[src/rtl/icache_line_server_pkg.sv]
// Shared types for the icache refill path: bus widths, line size and line-server FSM states.
package icache_line_server_pkg;

  typedef logic [31:0]  bus32_t;
  typedef logic [255:0] bus256_t;

  localparam int unsigned ICACHE_LINE_WORDS = 8;

  typedef enum logic [1:0] {
    IDLE,
    FETCH,
    RESP,
    COOL
  } line_srv_state_t;

endpackage

[src/rtl/icache_line_server_if.sv]
// Icache refill handshake: level request plus address in, one-cycle line return out.
interface icache_line_server_if;
  import icache_line_server_pkg::*;

  logic    rd_req;
  bus32_t  rd_addr;
  logic    ret_valid;
  bus256_t ret_data;
  logic    busy;

  modport master (
    output rd_req, rd_addr,
    input  ret_valid, ret_data, busy
  );

  modport slave (
    input  rd_req, rd_addr,
    output ret_valid, ret_data, busy
  );

endinterface

[src/rtl/icache_line_server.sv]
// Memory-side icache refill responder: fetches one line word-by-word from a pipelined
// instruction memory port and returns it as a single 256-bit beat.
module icache_line_server
  import icache_line_server_pkg::*;
#(
  parameter int unsigned LINE_WORDS  = ICACHE_LINE_WORDS,
  parameter int unsigned MEM_LATENCY = 1
) (
  input  logic                  clk,
  input  logic                  rst,
  icache_line_server_if.slave   bus,
  output logic                  mem_en,
  output bus32_t                mem_addr,
  input  bus32_t                mem_rdata
);

  localparam int unsigned CW = $clog2(LINE_WORDS) + 1;
  localparam int unsigned SW = $clog2(LINE_WORDS);

  line_srv_state_t            state, state_nxt;
  bus32_t                     base;
  logic [CW-1:0]              issue_cnt;
  logic [CW-1:0]              recv_cnt;
  logic [MEM_LATENCY-1:0]     vpipe;
  bus32_t [LINE_WORDS-1:0]    line_q;
  logic                       rd_valid;
  logic                       accept;
  logic                       last_recv;

  // Issue strobes delayed by the memory latency mark the cycles mem_rdata is valid.
  assign rd_valid  = vpipe[MEM_LATENCY-1];
  assign accept    = (state == IDLE) && bus.rd_req;
  assign last_recv = rd_valid && (recv_cnt == CW'(LINE_WORDS - 1));
  assign bus.ret_data = line_q;

  always_ff @(posedge clk or posedge rst) begin
    if (rst) state <= IDLE;
    else     state <= state_nxt;
  end

  always_comb begin
    state_nxt     = state;
    bus.ret_valid = 1'b0;
    bus.busy      = 1'b1;
    unique case (state)
      IDLE: begin
        bus.busy = 1'b0;
        if (bus.rd_req) state_nxt = FETCH;
      end
      FETCH: if (last_recv) state_nxt = RESP;
      RESP: begin
        bus.ret_valid = 1'b1;
        state_nxt     = COOL;
      end
      COOL:    state_nxt = IDLE;
      default: state_nxt = IDLE;
    endcase
  end

  always_ff @(posedge clk or posedge rst) begin
    if (rst) begin
      base      <= '0;
      issue_cnt <= '0;
      recv_cnt  <= '0;
      mem_en    <= 1'b0;
      mem_addr  <= '0;
      vpipe     <= '0;
      line_q    <= '0;
    end else begin
      mem_en <= 1'b0;
      vpipe  <= MEM_LATENCY'({vpipe, mem_en});

      if (accept) begin
        base      <= bus.rd_addr & ~32'h1F;
        issue_cnt <= '0;
        recv_cnt  <= '0;
      end

      // Word offset never exceeds the line, so the add cannot carry past bit 4.
      if (state == FETCH && issue_cnt != CW'(LINE_WORDS)) begin
        mem_en    <= 1'b1;
        mem_addr  <= base + (32'(issue_cnt) << 2);
        issue_cnt <= issue_cnt + 1'b1;
      end

      if (state == FETCH && rd_valid) begin
        line_q[recv_cnt[SW-1:0]] <= mem_rdata;
        recv_cnt                 <= recv_cnt + 1'b1;
      end
    end
  end

endmodule

[src/flat_wrapper.sv]
// flat-port wrapper written by rule: the top's interface ports become plain ports
module icache_line_server_flat import icache_line_server_pkg::*;
#(
  parameter int unsigned LINE_WORDS  = ICACHE_LINE_WORDS,
  parameter int unsigned MEM_LATENCY = 1
)
  (clk, rst, mem_en, mem_addr, mem_rdata, bus_rd_req, bus_rd_addr, bus_ret_valid, bus_ret_data, bus_busy);
  icache_line_server_if bus_i ();
  input  logic clk;
  input  logic rst;
  output logic mem_en;
  output bus32_t mem_addr;
  input  bus32_t mem_rdata;
  input wire logic [$bits(bus_i.rd_req)-1:0] bus_rd_req;
  input wire logic [$bits(bus_i.rd_addr)-1:0] bus_rd_addr;
  output wire logic [$bits(bus_i.ret_valid)-1:0] bus_ret_valid;
  output wire logic [$bits(bus_i.ret_data)-1:0] bus_ret_data;
  output wire logic [$bits(bus_i.busy)-1:0] bus_busy;
  assign bus_i.rd_req = bus_rd_req;
  assign bus_i.rd_addr = bus_rd_addr;
  assign bus_ret_valid = bus_i.ret_valid;
  assign bus_ret_data = bus_i.ret_data;
  assign bus_busy = bus_i.busy;
  icache_line_server #(.LINE_WORDS(LINE_WORDS), .MEM_LATENCY(MEM_LATENCY)) u_core (.clk(clk), .rst(rst), .bus(bus_i), .mem_en(mem_en), .mem_addr(mem_addr), .mem_rdata(mem_rdata));
endmodule
[config.mk]
export PLATFORM = sky130hd
export DESIGN_NAME = icache_line_server_flat
export DESIGN_NICKNAME = d
export VERILOG_FILES = /design/src/rtl/icache_line_server_pkg.sv /design/src/rtl/icache_line_server_if.sv /design/src/rtl/icache_line_server.sv /design/src/flat_wrapper.sv
export SDC_FILE = /design/constraint.sdc
export NUM_CORES = 1
export LEC_CHECK = 0
export ABC_AREA = 0
export CAP_MARGIN = 5
export CELL_PAD_IN_SITES_DETAIL_PLACEMENT = 1
export CELL_PAD_IN_SITES_GLOBAL_PLACEMENT = 2
export CORE_UTILIZATION = 30
export CTS_CLUSTER_DIAMETER = 120
export CTS_CLUSTER_SIZE = 25
export DETAILED_ROUTE_END_ITERATION = 10
export PLACE_DENSITY = 0.77
export SYNTH_ARGS = -nofsm -noshare
export SYNTH_HDL_FRONTEND = slang
export SYNTH_SLANG_ARGS = --single-unit
export TNS_END_PERCENT = 100
[constraint.sdc]
create_clock -name clk -period 17.85 [get_ports clk]
set_clock_uncertainty 0.1 [all_clocks]
set_input_delay 5.355 -clock clk [delete_from_list [all_inputs] [get_ports clk]]
set_output_delay 5.355 -clock clk [all_outputs]
set_load 0.05 [all_outputs]
; ---- After elaboration in Yosys (flattened, before gate mapping)
; Cells that the tools add are included.
[totals]
reg_bits = 327
in_bits = 67
output_inout_bits = 291
wordCells = 48
[op_classes]
n_addsub = 3
order_cmp = 2
eq_ne = 7
muxes = 12
reduce_logical = 9
[op_table]
columns = cell, count
row1 = $bwmux W256, 1
row2 = $demux W32 S3, 1
row3 = $add A32 B6 Y32, 1
row4 = $mux W32, 1
row5 = $mux W4, 3
row6 = $add A4 B1 Y4 const B, 2
row7 = $pmux W2 S4, 1
row8 = $logic_and A1 B1 Y1, 5
row9 = $eq A2 B2 Y1 const B, 2
row10 = $eq A4 B3 Y1 const B, 1
row11 = $lt A3 B4 Y1 const B, 1
row12 = $mux W2, 2
row13 = $ne A4 B4 Y1 const B, 1
row14 = $reduce_bool A2 Y1, 2
row15 = $ge A3 B1 Y1 const B, 1
row16 = $mux W1, 3
row17 = $eq A2 B1 Y1 const B, 1
row18 = $logic_not A2 Y1, 1
row19 = $ne A2 B1 Y1 const B, 1
row20 = $ne A2 B2 Y1 const B, 1
row21 = $reduce_and A2 Y1, 1

; ---- Logic depth before layout (Yosys ltp)
; Gate-level depths: netlist (run 1).
[depth]
depth_word = 5
depth_mapped = 8
mapped_depth_nobuf = 7

; ---- Worst setup path before layout (run 1)
; OpenSTA, ideal clock, no wires.
[synth_timing]
kind = input to register
startpoint = input port bus_rd_req
endpoint = register u_core.base[10]
setup_ns = 0.125
arrival_time_ns = 6.235
t_required_ns = 17.625
setup_slack_ns = 11.391
cell_stages = 3
path_buffers = 1
cell_sequence = nand2_1 > clkbuf_1 > mux2_2
[synth_via]
elab_chain_len = 1
[synth_lines]
columns = element, line_no
row1 = start: declaration, flat_wrapper.sv:14  ; input wire logic [$bits(bus_i.rd_req)-1:0] bus_rd_req;
row2 = $logic_and A1 B1 Y1, icache_line_server.sv:32  ; assign accept = (state == IDLE) && bus.rd_req;
row3 = end signal: assignment, icache_line_server.sv:74  ; base <= bus.rd_addr & ~32'h1F;
row4 = end: declaration, icache_line_server.sv:21  ; bus32_t base;
; Every way passes these cells.
; A chain may end at the register's enable or synchronous reset.

==> results.ini, run 1 <==
[clock_network]
clk_path_buf_depth = 3
numCtsBuffers = 16
htree_levels = 1
cts.sinks = 325
clock_latency_ps = 510
hold_buffers = 0
cts_tree = yes
cts.clk_slew.worst_paths_ps = 100
cts_root_buffer = clkbuf_16
cts_resized = 0
postCtsSetupRepairBufs = 0

[worst_setup_path]
critPathBufInv = 5
max_stage_delay_ps = 800
crit_slowest_cell = buf_4
crit_family = buffers and inverters
arrival_ps = 9000
crit_type = primary input to asynchronous set/reset pin
start_kind = primary input
worstPathCellList = clkdlybuf4s50_1 > inv_8 > buf_4 > buf_4 > buf_4
crit_fanout = 129
worstPathRequired_ps = 18270
crit_top_cell = buf_4
cp-end-kind = asynchronous set/reset pin

[place]
portBuffers = 350
dp_hpwl_um = 24400
place_congestion = 0.721
dpl_cell_area_um2 = 16800
dp_cells = 1708

[synth]
yosys-top-cells-area = dfrtp_1 64%, mux2_2 25%, nand2_1 1.4%, o21ai_0 1.1%, ha_1 0.89%
yosysSeqAreaShare_pct = 64.1
async_flop_share_pct = 100
yosysWarnings = 0
ys_seq_elements = 325
yosysTopAreaCell = dfrtp_1
synth_area_um2 = 12700
synth_edf_count = 0
synth_top_area_share_pct = 64.1
synth_cells = 852
netlist-cell-type-count = 39
ys.flop_type = dfrtp_1
postSynthAreaPerCell_um2 = 14.9

[cells_and_area]
drive_gt1_share_pct = 27.4
final_cell_mix = 350 x clkdlybuf4s50_1, 325 x dfrtp_1, 284 x mux2_2
nets = 1270
final_common_cell = clkdlybuf4s50_1
num_antenna_cells = 0
fill_cells = 4240
fin_area_um2 = 17300
area_growth_syn_to_layout_pct = 36.1
instances_no_fill = 1725

[floorplan]
start_util_pct = 30.7
die_w_um = 208
die_h_um = 208
rows = 74
design.core.area_um2 = 41300
io_pins = 358
die-area_um2 = 43100

[route]
routedWlPerCell_um = 21.1
viasPerCell = 4.73
postRouteAntennaNets = 0
firstDrtPassIters = 4
wirelength_um = 36300
num_vias = 8157
drc_errors = 0
drt_iter0_drc = 296

[pwr]
irDropWorstVdd_uv = 84.9
power.leakage_nw = 7.56
power_density_nw_per_um2 = 178

[hold_path]
hold_class = register to register

[timing]
grt_setup_unrepaired = no
tightest_slew_ps = 960
hold_viol_final = 0
finalSetupViolCount = 0
maxClockFrequency_mhz = 117
whs_ps = 286
slew_headroom_pct = 36.0
finalCriticalPeriod_ps = 8580
slew_viol_final = 0
fin_crit_sh_pct = 48.1
setup_tns_ps = 0

[run_status]
status = complete, no violations

[grt]
grt_pass1_wl_um = 56800
grt_overflow = 0
track_usage_pct = 17.0
antenna_found_initial = 0
grt_pass1_vias = 8792
grt_max_degree = 130

[run]
maxCapViolations = 0

-- final timing paths --
path | startpoint | cells past startpoint | slack, ps | endpoint
worst max-delay path | rst | 5 | 9270 | u_core.bus.ret_data[185]
worst min register to register | u_core.mem_en | 0 | 290 | u_core.rd_valid
worst min-delay path | u_core.mem_en | 0 | 290 | u_core.rd_valid
min in group asynchronous | rst | 2 | 5310 | u_core.bus.ret_data[64]
max in group clk | u_core.state[0] | 4 | 10260 | bus_busy
worst max register to register | u_core.state[1] | 6 | 14930 | u_core.bus.ret_data[203]
-- cell usage after synthesis, types with 8 or more instances --
| cell type | instances |
|---|---|
| dfrtp_1 | 325 |
| mux2_2 | 284 |
| nand2_1 | 48 |
| clkbuf_1 | 28 |
| o21ai_0 | 27 |
| nand3_1 | 19 |
| nor2_1 | 14 |
| or4_1 | 10 |
| xnor2_1 | 10 |
| ha_1 | 9 |
| inv_1 | 9 |
| a31oi_1 | 8 |
-- routing by layer --
| layer | wire, um | vias up | share of wire, % | global-route usage (%) |
|---|---|---|---|---|
| met5 | 0 | - | 0 | 0 |
| met3 | 2220 | 31 | 6.1 | 4.16 |
| li1 | - | 3666 | - | - |
| met1 | 16500 | 4240 | 45 | 23.2 |
| met2 | 17000 | 220 | 47 | 27.5 |
| met4 | 586 | 0 | 1.6 | 3.12 |
-- stage by stage --
step | util, % | setup slack [ps] | total power [mW]
finish | 41.8 | 9270 | 3.07
global route | 41.8 | 8650 | 3.23
CTS | 41.8 | 9050 | 3.12
detailed placement | 40.8 | 8470 | 2.70
global placement | 40.8 | 8520 | 2.67
floorplan | - | 3400 | 2.13
-- flip-flops by register name (all words and copies together), names as in the netlist --
register	cells
u_core.rd_valid	1
u_core.mem_en	1
u_core.base	27
u_core.mem_addr	30
u_core.bus.ret_data	256
u_core.state	2
u_core.issue_cnt	4
u_core.recv_cnt	4
-- where the power goes --
group / switching, mW / total (mW) / internal, mW
clock: 0.233 / 0.404 / 0.171
combinational: 0.998 / 1.54 / 0.540
sequential: 0.157 / 1.13 / 0.969
-- area by class of cell --
| type | instances | area [um2] | area share (%) |
|---|---|---|---|
| sequential | 325 | 8130 | 47.1 |
| multi-input combinational | 479 | 4410 | 25.5 |
| timing repair buffer | 363 | 3600 | 20.8 |
| tap | 532 | 666 | 3.85 |
| clock buffer | 17 | 425 | 2.46 |
| inverter | 9 | 41.3 | 0.239 |
-- logic make-up after synthesis --
group,share of synthesized area (%)
DFF,64.1
AOI/OAI and AO/OA,2.15
adders and majority gates,0.888
and+or+nand+nor,4.83
buffers and inverters,1.60
other,0.0296
muxes,25.3
xor gates and xnor gates,1.10
(Power assumes the default switching activity.)
==> run 2: changes to the inputs <==
CORE_UTILIZATION = 29   (was 30)
PLACE_DENSITY = 0.78   (was 0.77)
clock period = 7.2 ns   (was 17.85 ns; I/O delays follow)
==> run 2 against run 1 <==
Effect of this change:
- clock-buffer cell count did not move
- combinational power rose by 150%
- clock power is 150% higher
- via count decreased by 0.11%
- routed wire length down 2.3%
- core utilization decreased by 1.5 points
- first-iteration DRC count decreased by 17%
- largest cell class unchanged
- largest power group unchanged
- highest routed layer unchanged
==> results.ini, run 2 (synthesis gave the netlist of run 1 again) <==
[floorplan]
die-area_um2 = 44600  ; +3.4%
io_pins = 358  ; unchanged
start_util_pct = 29.4  ; -1.3 points
design.core.area_um2 = 43100  ; +4.3%
die_h_um = 211  ; +1.7%
die_w_um = 211  ; +1.7%
rows = 76  ; +2.7%

[timing]
slew_headroom_pct = 49.3  ; +13 points
tightest_slew_ps = 761  ; -199 ps
slew_viol_final = 0  ; unchanged
setup_tns_ps = 0  ; unchanged
maxClockFrequency_mhz = 230
fin_crit_sh_pct = 60.5
setup_ws_ps = 2840  ; -6430 ps
grt_setup_unrepaired = no
finalSetupViolCount = 0  ; unchanged
finalCriticalPeriod_ps = 4360
whs_ps = 282  ; -3.29 ps
hold_viol_final = 0  ; unchanged

[place]
dp_hpwl_um = 24100  ; -1.4%
place_congestion = 0.727  ; +0.78%
portBuffers = 350  ; unchanged
place_ws_ps = 3120  ; -5350 ps

[worst_setup_path]
crit_type = register to primary output
r2r_slack_ps = 4400  ; -10530 ps
start_kind = register
cp-startpoint = u_core.state[0]
ff2ff_path_depth = 6  ; unchanged
arrival_ps = 2100  ; -6900 ps
worstPathRequired_ps = 4940  ; -13330 ps
cp-end-kind = primary output
crit_path_end = bus_busy
r2r_end = u_core.bus.ret_data[226]
crit_fanout = 4  ; -97%
r2r_start = u_core.state[1]

[route]
drc_errors = 0  ; unchanged
met2_length_um = 17200  ; +1.4%
viasPerCell = 4.57  ; -3.3%
routedWlPerCell_um = 19.9  ; -5.4%
drt_iter0_drc = 246  ; -17%
wirelength_um = 35500  ; -2.3%
num_vias = 8148  ; -0.11%
postRouteAntennaNets = 0  ; unchanged
met3_length_um = 2710  ; +22%
firstDrtPassIters = 4  ; unchanged
routed.top_layer = met4
met1Wirelength_um = 15000  ; -9.4%

[cells_and_area]
nets = 1273  ; +0.24%
largest_reg_flops = 256  ; unchanged
num_antenna_cells = 0  ; unchanged
drive_gt1_share_pct = 27.6  ; +0.18 points
final_cell_mix = 350 x clkdlybuf4s50_1, 325 x dfrtp_1, 284 x mux2_2
area_growth_syn_to_layout_pct = 37.0
final_common_cell = clkdlybuf4s50_1
fin_util_pct = 40.4  ; -1.5 points

[clock_network]
clk_path_buf_depth = 3  ; unchanged
cts_root_buffer = clkbuf_16
postCtsSetupRepairBufs = 0  ; unchanged
htree_levels = 1  ; unchanged
cts.sinks = 325  ; unchanged
hold_buffers = 0  ; unchanged
cts_tree = yes
cts_resized = 0  ; unchanged
clock_latency_ps = 520  ; about the same
numCtsBuffers = 16  ; unchanged
cts.clk_slew.worst_paths_ps = 100  ; about the same

[grt]
track_usage_pct = 15.8  ; -1.1 points
grt_overflow = 0  ; unchanged
grt_pass1_vias = 8626  ; -1.9%
grt_pass1_wl_um = 54300  ; -4.4%
grt_max_degree = 130  ; unchanged
antenna_found_initial = 1  ; +1

[run_status]
status = complete, no violations

[pwr]
p_total_mw = 7.59  ; +150%
power.leakage_nw = 7.58  ; +0.25%
irDropWorstVdd_uv = 223  ; +160%
power_density_nw_per_um2 = 437  ; +150%

[hold_path]
hold_class = register to register

[run]
maxCapViolations = 0  ; unchanged

==> run 2: cell types whose count changed in the layout (fill, tap and decap cells not counted), sizes merged <==
cell,before,now
clkinvlp,0,1
buf,13,16
inv,9,8
==> run 2: final cells by class <==
| class | count | area (um2) |
|---|---|---|
| Multi-Input combinational cell | 479 | 4410 |
| Tap cell | 585 | 732 |
| Timing Repair Buffer | 366 | 3650 |
| Fill cell | 4472 | 25700 |
| Inverter | 9 | 37.5 |
| Clock buffer | 17 | 425 |
| Sequential cell | 325 | 8130 |
==> run 2: power by group <==
group	internal, mW	switching, mW	total (mW)
combinational	1.34	2.46	3.80
sequential	2.40	0.386	2.79
clock	0.425	0.575	0.999
==> run 2: how the worst min path moves through the flow <==
stage	startpoint	endpoint	slack, ps	depth (start not counted)
after detailed placement	u_core.mem_en	u_core.rd_valid	260	0
after floorplan	u_core.recv_cnt[3]	u_core.recv_cnt[3]	340	1
final	u_core.mem_en	u_core.rd_valid	280	0
after CTS	u_core.mem_en	u_core.rd_valid	290	0
after global placement	u_core.mem_en	u_core.rd_valid	260	0
after global routing	u_core.mem_en	u_core.rd_valid	310	0
==> run 2: per-stage QoR <==
| stage | area (um2) | cells |
|---|---|---|
| after global routing | 17400 | 1781 |
| after floorplan | 12700 | 853 |
| after CTS | 17400 | 1781 |
| final | 17400 | 1781 |
| after detailed placement | 17000 | 1764 |
| after global placement | 17000 | 1764 |
==> run 2: worst max-delay path: stages (launching register included) <==
cell,delay [ps]
dfrtp_1,360
inv_1,80
ha_1,230
inv_1,90
clkdlybuf4s50_1,820
==> run 2: routing by layer <==
layer | global-route usage, % | vias to the layer above
met1 | 19.9 | 4226
li1 | - | 3677
met2 | 26.6 | 214
met5 | 0 | -
met4 | 3.42 | 0
met3 | 4.88 | 31
==> run 3: changes to the inputs <==
CORE_UTILIZATION = 30   (was 29)
PLACE_DENSITY = 0.77   (was 0.78)
clock period = 4.27 ns   (was 7.2 ns; I/O delays follow)
==> run 3 against run 2 <==
Effect of this change:
- worst hold slack better by 4.8 ps
- non-clock buffer count up 1
- setup slack worse by 2100 ps
- critical path type unchanged
- largest power group unchanged
==> results.ini, run 3 (synthesis gave the netlist of run 1 again) <==
[run_status]
status = complete, no violations

[timing]
tightest_slew_ps = 1060  ; +300 ps
finalSetupViolCount = 0  ; unchanged
fin_crit_sh_pct = 82.2
maxClockFrequency_mhz = 285
setup_tns_ps = 0  ; unchanged
grt_setup_unrepaired = no
finalCriticalPeriod_ps = 3510
slew_headroom_pct = 29.3  ; -20 points
hold_viol_final = 0  ; unchanged
slew_viol_final = 0  ; unchanged

[floorplan]
design.core.area_um2 = 41300  ; -4.1%
io_pins = 358  ; unchanged
die_w_um = 208  ; -1.7%
start_util_pct = 30.7  ; +1.3 points
die_h_um = 208  ; -1.7%
rows = 74  ; -2.6%
die-area_um2 = 43100  ; -3.3%

[cells_and_area]
final_cell_mix = 350 x clkdlybuf4s50_1, 325 x dfrtp_1, 284 x mux2_2
nets = 1274  ; +0.079%
drive_gt1_share_pct = 27.7  ; +0.060 points
largest_reg_flops = 256  ; unchanged
multi_input_area_um2 = 4410  ; unchanged
regArea_um2 = 8130  ; unchanged
final_common_cell = clkdlybuf4s50_1
fin_area_um2 = 17400  ; about the same
num_antenna_cells = 0  ; unchanged
area_growth_syn_to_layout_pct = 36.9  ; about the same
fill_cells = 4268  ; -4.6%

[clock_network]
htree_levels = 1  ; unchanged
cts_resized = 0  ; unchanged
postCtsSetupRepairBufs = 0  ; unchanged
cts_tree = yes
numCtsBuffers = 16  ; unchanged
clock_latency_ps = 530  ; about the same
hold_buffers = 0  ; unchanged
clk_path_buf_depth = 3  ; unchanged
cts_root_buffer = clkbuf_16
cts.clk_slew.worst_paths_ps = 100  ; about the same
cts.sinks = 325  ; unchanged

[grt]
grt_max_degree = 132  ; +1.5%
track_usage_pct = 17.0  ; +1.2 points
grt_pass1_vias = 8829  ; +2.4%
antenna_found_initial = 0  ; -1
grt_overflow = 0  ; unchanged
grt_pass1_wl_um = 56900  ; +4.8%

[pwr]
internal_power_mw = 7.03  ; +69%
power_switching_mw = 5.82  ; +70%
irDropWorstVdd_uv = 372  ; +67%
pwr-share-clk_pct = 13.2  ; about the same
power.leakage_nw = 7.60  ; +0.25%
seqPwrFrac_pct = 36.7  ; about the same
power_density_nw_per_um2 = 740  ; +69%
combPwrFrac_pct = 50.1  ; about the same
p_total_mw = 12.9  ; +69%
switching_share_pct = 45.3  ; +0.19 points

[route]
routedWlPerCell_um = 21.0  ; +5.3%
viasPerCell = 4.75  ; +3.8%
firstDrtPassIters = 4  ; unchanged
drc_errors = 0  ; unchanged
drt_iter0_drc = 374  ; +52%
num_vias = 8213  ; +0.80%
wirelength_um = 36300  ; +2.2%
postRouteAntennaNets = 0  ; unchanged

[worst_setup_path]
worstPathRequired_ps = 2890  ; -2050 ps
crit_type = register to primary output
arrival_ps = 2130  ; +30 ps
start_kind = register
cp-end-kind = primary output
crit_fanout = 4  ; unchanged

[place]
dp_hpwl_um = 24600  ; +2.1%
dpl_cell_area_um2 = 16900  ; about the same
portBuffers = 350  ; unchanged
place_congestion = 0.739  ; +1.7%

[run]
maxCapViolations = 0  ; unchanged

[hold_path]
hold_class = register to register

run 3: cell types whose count changed in the layout (fill, tap and decap cells not counted):
cell | before | now
buf_12 | 2 | 6
buf_4 | 14 | 11
run 3: area by class of cell:
cell class / count / area share, %
Clock buffer: 17 / 2.45
Inverter: 9 / 0.216
Multi-Input combinational cell: 479 / 25.4
Sequential cell: 325 / 46.8
Tap cell: 532 / 3.83
Timing Repair Buffer: 367 / 21.3
run 3: power by group through the flow:
stage | clock, mW | combinational (mW) | sequential [mW]
after CTS | 1.79 | 6.51 | 4.73
final | 1.70 | 6.44 | 4.72
after global routing | 1.89 | 6.74 | 4.87
after global placement | 0 | 6.43 | 4.72
after detailed placement | 0 | 6.50 | 4.79
after floorplan | 0 | 1.41 | 7.49
run 3: worst paths after layout:
check	from	end	slack, ps	cells past startpoint
worst max-delay path	u_core.state[0]	bus_busy	760	4
worst min-delay path	u_core.mem_en	u_core.rd_valid	290	0
worst max register to register	u_core.state[1]	u_core.bus.ret_data[27]	1340	6
worst min register to register	u_core.mem_en	u_core.rd_valid	290	0
max in group asynchronous	rst	u_core.bus.ret_data[44]	2050	3
min in group asynchronous	rst	u_core.bus.ret_data[194]	990	2
run 3: through the flow:
| step | hold slack (ps) | utilization (%) | std cells | worst slack (ps) |
|---|---|---|---|---|
| 2_1_floorplan | 339 | - | 853 | -1450 |
| 3_3_place_gp | 266 | 41.0 | 1712 | 1310 |
| 3_5_place_dp | 262 | 41.0 | 1712 | 1290 |
| 4_1_cts | 292 | 42.1 | 1729 | 706 |
| 5_1_grt | 305 | 42.1 | 1729 | 632 |
| 6_report | 287 | 42.1 | 1729 | 760 |
run 3: worst max-delay path, cell delays in order, from the launching register on:
cell and delay [ps]:
dfrtp_1 370, inv_1 90, ha_1 230, inv_1 90
clkdlybuf4s50_1 830
run 3: routing by layer:
metal | up-vias | wire, um | GRT usage (%)
met2 | 216 | 17200 | 28.0
met5 | - | 0 | 0
met3 | 32 | 2120 | 4.31
li1 | 3682 | - | -
met4 | 0 | 722 | 3.55
met1 | 4283 | 16300 | 22.7
